### src/rtl/bist_pkg.sv
// Shared definitions for the logic-BIST sequencer.
//   state_t          : FSM state encoding (3-bit), also visible as bist_ctrl.state
//   DEF_PATTERNS/LAT : default pattern count and CUT response latency
package bist_pkg;

  typedef enum logic [2:0] {
    ST_IDLE    = 3'd0,
    ST_INIT    = 3'd1,
    ST_RUN     = 3'd2,
    ST_COMPARE = 3'd3,
    ST_DONE    = 3'd4
  } state_t;

  localparam int DEF_PATTERNS = 1000;
  localparam int DEF_LAT      = 0;

endpackage

### src/rtl/bist_cycle_counter.sv
// Cycle counter used by the BIST sequencer to time the RUN phase.
// Ports:
//   clk, reset_n : clock, asynchronous active-low reset (count -> 0)
//   clear        : synchronous clear to 0 (wins over enable)
//   enable       : increment by one this cycle
//   count        : current count value
//   at_term      : count equals the TERM parameter
module bist_cycle_counter #(
  parameter int CNT_W = 16,
  parameter int TERM  = 0
) (
  input  logic             clk,
  input  logic             reset_n,
  input  logic             clear,
  input  logic             enable,
  output logic [CNT_W-1:0] count,
  output logic             at_term
);

  localparam logic [CNT_W-1:0] TERM_C = CNT_W'(TERM);

  always_ff @(posedge clk or negedge reset_n) begin
    if (!reset_n) begin
      count <= '0;
    end else if (clear) begin
      count <= '0;
    end else if (enable) begin
      count <= count + CNT_W'(1);
    end
  end

  assign at_term = (count == TERM_C);

endmodule

### src/rtl/bist_ctrl.sv
// Logic-BIST sequencer: seeds the LFSR and MISR, steps PATTERNS patterns
// through the CUT, gates MISR compaction by the CUT latency LAT, then
// captures the signature and compares it with GOLDEN.
// Request/result semantics: start is a level sampled only in IDLE and DONE;
// done is a level that stays high (with pass/signature stable) until the
// next start or abort. abort wins over start in every state.
// Ports:
//   clk, reset_n             : clock, asynchronous active-low reset
//   start, abort             : run request / return to IDLE
//   misr_q [N:0]             : live MISR signature
//   lfsr_reset, lfsr_enable  : LFSR re-seed / advance
//   misr_reset, misr_enable  : MISR re-seed / compact
//   test_mode, busy, done    : status
//   pass, signature [N:0]    : registered result
// The FSM state is observable as the internal signal "state".
module bist_ctrl
  import bist_pkg::*;
#(
  parameter int           N        = 120,
  parameter int           PATTERNS = DEF_PATTERNS,
  parameter int           LAT      = DEF_LAT,
  parameter logic [N:0]   GOLDEN   = '0,
  parameter int           CNT_W    = 16
) (
  input  logic       clk,
  input  logic       reset_n,
  input  logic       start,
  input  logic       abort,
  input  logic [N:0] misr_q,
  output logic       lfsr_reset,
  output logic       lfsr_enable,
  output logic       misr_reset,
  output logic       misr_enable,
  output logic       test_mode,
  output logic       busy,
  output logic       done,
  output logic       pass,
  output logic [N:0] signature
);

  localparam logic [CNT_W-1:0] P_C   = CNT_W'(PATTERNS);
  localparam logic [CNT_W-1:0] LAT_C = CNT_W'(LAT);

  state_t           state;
  state_t           state_next;
  logic [CNT_W-1:0] count;
  logic             at_term;
  logic             cnt_clear;
  logic             cnt_enable;

  bist_cycle_counter #(
    .CNT_W (CNT_W),
    .TERM  (PATTERNS + LAT - 1)
  ) u_counter (
    .clk     (clk),
    .reset_n (reset_n),
    .clear   (cnt_clear),
    .enable  (cnt_enable),
    .count   (count),
    .at_term (at_term)
  );

  always_ff @(posedge clk or negedge reset_n) begin
    if (!reset_n) begin
      state <= ST_IDLE;
    end else begin
      state <= state_next;
    end
  end

  always_comb begin
    state_next = state;
    case (state)
      ST_IDLE:    if (start) state_next = ST_INIT;
      ST_INIT:    state_next = ST_RUN;
      ST_RUN:     if (at_term) state_next = ST_COMPARE;
      ST_COMPARE: state_next = ST_DONE;
      ST_DONE:    if (start) state_next = ST_INIT;
      default:    state_next = ST_IDLE;
    endcase
    if (abort) begin
      state_next = ST_IDLE;
    end
  end

  // Outputs decode from the registered state only, so start/abort never
  // reach an output combinationally.
  always_comb begin
    lfsr_reset  = 1'b0;
    lfsr_enable = 1'b0;
    misr_reset  = 1'b0;
    misr_enable = 1'b0;
    test_mode   = 1'b0;
    busy        = 1'b0;
    done        = 1'b0;
    cnt_clear   = 1'b0;
    cnt_enable  = 1'b0;
    case (state)
      ST_INIT: begin
        lfsr_reset = 1'b1;
        misr_reset = 1'b1;
        test_mode  = 1'b1;
        busy       = 1'b1;
        cnt_clear  = 1'b1;
      end
      ST_RUN: begin
        test_mode   = 1'b1;
        busy        = 1'b1;
        cnt_enable  = 1'b1;
        lfsr_enable = (count < P_C);
        // count - LAT wraps to a value above PATTERNS while count < LAT,
        // so one unsigned compare covers LAT <= count < PATTERNS+LAT.
        misr_enable = ((count - LAT_C) < P_C);
      end
      ST_COMPARE: begin
        test_mode = 1'b1;
        busy      = 1'b1;
      end
      ST_DONE: begin
        done = 1'b1;
      end
      default: ;
    endcase
  end

  always_ff @(posedge clk or negedge reset_n) begin
    if (!reset_n) begin
      pass      <= 1'b0;
      signature <= '0;
    end else if (abort) begin
      pass <= 1'b0;
    end else if (state_next == ST_INIT) begin
      pass      <= 1'b0;
      signature <= '0;
    end else if (state == ST_COMPARE) begin
      signature <= misr_q;
      pass      <= (misr_q == GOLDEN);
    end
  end

endmodule

### config.mk
export PLATFORM = sky130hd
export DESIGN_NAME = bist_ctrl
export DESIGN_NICKNAME = d
export VERILOG_FILES = /design/src/rtl/bist_pkg.sv /design/src/rtl/bist_cycle_counter.sv /design/src/rtl/bist_ctrl.sv
export SDC_FILE = /design/constraint.sdc
export NUM_CORES = 1
export LEC_CHECK = 0
export ABC_AREA = 1
export BUFFER_PORTS_ARGS = -buffer_cell sky130_fd_sc_hd__clkbuf_2
export CAP_MARGIN = 5
export CORE_ASPECT_RATIO = 0.9
export CORE_MARGIN = 2
export CORE_UTILIZATION = 44
export CTS_BUF_LIST = sky130_fd_sc_hd__clkbuf_4 sky130_fd_sc_hd__clkbuf_8 sky130_fd_sc_hd__clkbuf_16
export DETAILED_ROUTE_END_ITERATION = 7
export PLACE_DENSITY = 0.78
export SKIP_LAST_GASP = 1
export SYNTH_ARGS = -nofsm -noshare
export SYNTH_HDL_FRONTEND = slang
export SYNTH_SLANG_ARGS = --single-unit
### constraint.sdc
create_clock -name clk -period 1.6 [get_ports clk]
set_input_delay 0.32 -clock clk [delete_from_list [all_inputs] [get_ports clk]]
set_output_delay 0.32 -clock clk [all_outputs]
set_load 0.02 [all_outputs]
==> impl_metrics.yaml <==
status:
  outcome: "complete, but fails checks"
  failed_checks: "negative setup slack"
clock_tree:
  clk_pin_slew_ns: 0.06
  cts.path.max_buffers: 2
  cts_root_buf: "clkbuf_16"
  cts.sinks: 141
  cts_buffers: 17
  htree_num_levels: 4
  clock_latency_ns: 0.43
  cts_tree: "done"
critical_path:
  r2r-end: "signature[26]"
  critPathCaptureType: "output port"
  cp.required_ns: 1.28
  r2r_start: "u_counter.count[7]"
  r2r_slack_ns: -0.30
  critical_path.max_fanout: 2
  cp_top_family: "flip-flops"
  crit_buf_inv: 2
  path_cells: "buf_6, nand2_4, nor2_4, a21oi_2, nor2_2, nor3_4, buf_6"
  critPathKind: "reg -> out"
  reg2regPathDepth: 11
  worstSetupStartpointType: "flop"
  crit_path_frequent_cell: "buf_6"
  crit_arrival_ns: 1.58
  cp_slowest_stage_delay_ns: 0.42
  crit_start: "u_counter.count[4]"
  slowest_stage: "dfrtp_1"
min_path:
  whs_endpoint: "signature[104]"
  hp-start: "misr_q[104]"
  holdPathStages: 3
  hold_path_class: "in -> reg"
die:
  core_um2: 14600
  die_h_um: 120
  die_area_um2: 15900
  start_util_pct: 44.8
  io_pins: 254
  rows: 42
  die_w_um: 133
synthesis:
  synth-simple-area-share_pct: 38.0
  synth_adder_area_share_pct: 0.191
  synth_top_area_share_pct: 53.9
  synth.cell_area_um2: 6540
  synth_compound_area_share_pct: 1.80
  synthTopCellsByCount: "315 x nand2_1, 141 x dfrtp_1, 123 x nand4_1"
  ys_warn_count: 0
  synth_edf_count: 0
  synth_cell_types: 24
  synth.area.mux_share_pct: 0
  syn_inst: 809
  async_flop_share_pct: 100
  yosys_register_bits: 141
  yosysMostFrequentCell: "nand2_1"
  synthFlopType: "dfrtp_1"
  netlist_top_cells_area: "dfrtp_1 54%, nand2_1 18%, nand4_1 12%"
  synth_area_leader_cell: "dfrtp_1"
  syn_nets: 935
  ys_seq_area_share_pct: 53.9
  syn_avg_cell_area_um2: 8.09
  synth_top_family_by_area: "simple AND/OR/NAND/NOR gates"
  synthXorXnorAreaFrac_pct: 0
timing:
  slew_viol_final: 0
  max_freq_ghz: 0.526
  finClkSkew_ns: 0.0138
  finalSetupViolCount: 131
  period_needed_ns: 1.90
  relSlewSlack_pct: 78.6
  hold_viol: 0
  worst_pin_slew_ns: 0.320
  finalCritPeriodShare_pct: 119
  finalWorstSetupSlack_ns: -0.302
  fin_setup_tns_ns: -25.49
  rsz0062_at_grt: "true"
layout:
  areaGrowthSynthToFinish_pct: 67.2
  fin_nets: 1259
  diodes: 0
  fin_area_um2: 10900
  drive_gt1_share_pct: 50.1
power_and_ir_drop:
  p_clk_share_pct: 37.9
  power.net_switching_uw: 3250
  power_density_nw_per_um2: 972
  p_leak_uw: 0.00586
  vdd_drop_max_uv: 798
  switching_share_pct: 30.6
  pwr-share-seq_pct: 39.1
  p_int_uw: 7380
  power_frac_comb_pct: 23.1
global_routing:
  grtUsageTotal_pct: 32.2
  antenna_found_initial: 0
  first_global_vias: 7232
  grt_pass1_wl_mm: 39.6
  grt_max_degree: 66
  overflow: 0
drt:
  drt_wl_total_mm: 26.3
  wire_per_inst_um: 19.6
  drc: 0
  firstDrtPassIters: 7
  viasPerCell: 5.60
  vias: 7531
  antenna_left: 0
  drtIter0Drc: 694
place:
  gp_congestion: 0.844
  place_area_um2: 8390
  numPortBuffers: 253
  dp_hpwl_mm: 13.8
flow_run:
  maxCapViolCount: 0
[layer usage]
metal	up-vias	global-route usage (%)	part of all wire, %	wire [µm]
li1	3363	-	-	-
met2	459	54.0	49	12900
met1	3630	40.7	38	10000
met3	79	7.44	8.7	2280
met5	-	0	0	0
met4	0	12.2	4.0	1050
[cell families (layout without fill, tap and decap cells)]
kind of cell             count (synthesis)  count (layout)
AND/OR/NAND/NOR                        566             566
AO/OA/AOI/OAI                           22              22
flip-flops                             141             141
adder cells (fa/ha/maj)                  1               1
buffers and inverters                   79             416
[flip-flops by register name, summed over array words and instances, names as in the netlist]
signal           cells
pass                 1
state                3
u_counter.count     16
signature          121
[metrics by stage]
step	utilization [%]	cells	setup slack [ns]	hold slack [ns]	power (µW)
2_1_floorplan	-	809	0.00682	0.0244	4970
3_3_place_gp	57.4	1259	-0.0346	0.215	5770
3_5_place_dp	57.4	1259	-0.141	0.214	5810
4_1_cts	72.4	1346	-0.346	0.133	10400
5_1_grt	74.8	1344	-0.374	0.134	11000
6_report	74.8	1344	-0.302	0.142	10600
[worst max-delay path by stage]
stage               endpoint  slack (ns)  depth (start not counted)
2_1_floorplan  signature[89]       0.007                         12
3_5_place_dp   signature[71]       -0.14                         11
5_1_grt        signature[26]       -0.37                         11
6_report         lfsr_enable       -0.30                          7
4_1_cts          lfsr_enable       -0.35                          7
3_3_place_gp   signature[88]       -0.03                         11
[placed cells by master, fill, tap and decap left out, types with 24 or more instances in the layout]
master    Yosys  routed
nand2_2       0      93
buf_4         3      42
buf_12        0      27
clkbuf_2      0     245
nand4_1     123     123
nand2_1     315     168
dfrtp_1     141     140
nor2_1      104      92
nand2_4       0      53
buf_16        0      24
[area by class of cell]
| cell class | count | area (µm²) |
|---|---|---|
| clock inverter | 9 | 113 |
| multi-input combinational | 589 | 3430 |
| tap | 198 | 248 |
| timing repair buffer | 361 | 3030 |
| sequential | 141 | 3530 |
| inverter | 23 | 98.8 |
| fill | 990 | 3670 |
| clock buffer | 23 | 483 |
[power by group through the flow]
stage               clock [µW]  combinational (µW)  sequential (µW)
floorplan                    0                 532             4440
global placement             0                1670             4100
detailed placement           0                1710             4100
CTS                       4020                2330             4080
global route              4220                2600             4180
finish                    4030                2450             4150
[worst reg2reg max path, stage by stage, from the launching register on]
cell     delay (ns)
dfrtp_1        0.37
nand2_2        0.10
nor3_4         0.26
nand3_2        0.13
nand2_2        0.10
nand3_4        0.09
buf_6          0.15
buf_12         0.13
buf_12         0.13
buf_12         0.13
nand4_1        0.13
nand2_2        0.06
[repair_timing]
item	in CTS	in global routing
setup endpoints to repair	131	139
endpoints found under the hold margin	23	0
pin swaps	65	49
gates resized for setup	171	148
gates cloned	29	1
setup buffers	29	5
hold buffers	1	0
Note: power is estimated with default switching activity, not from simulation.
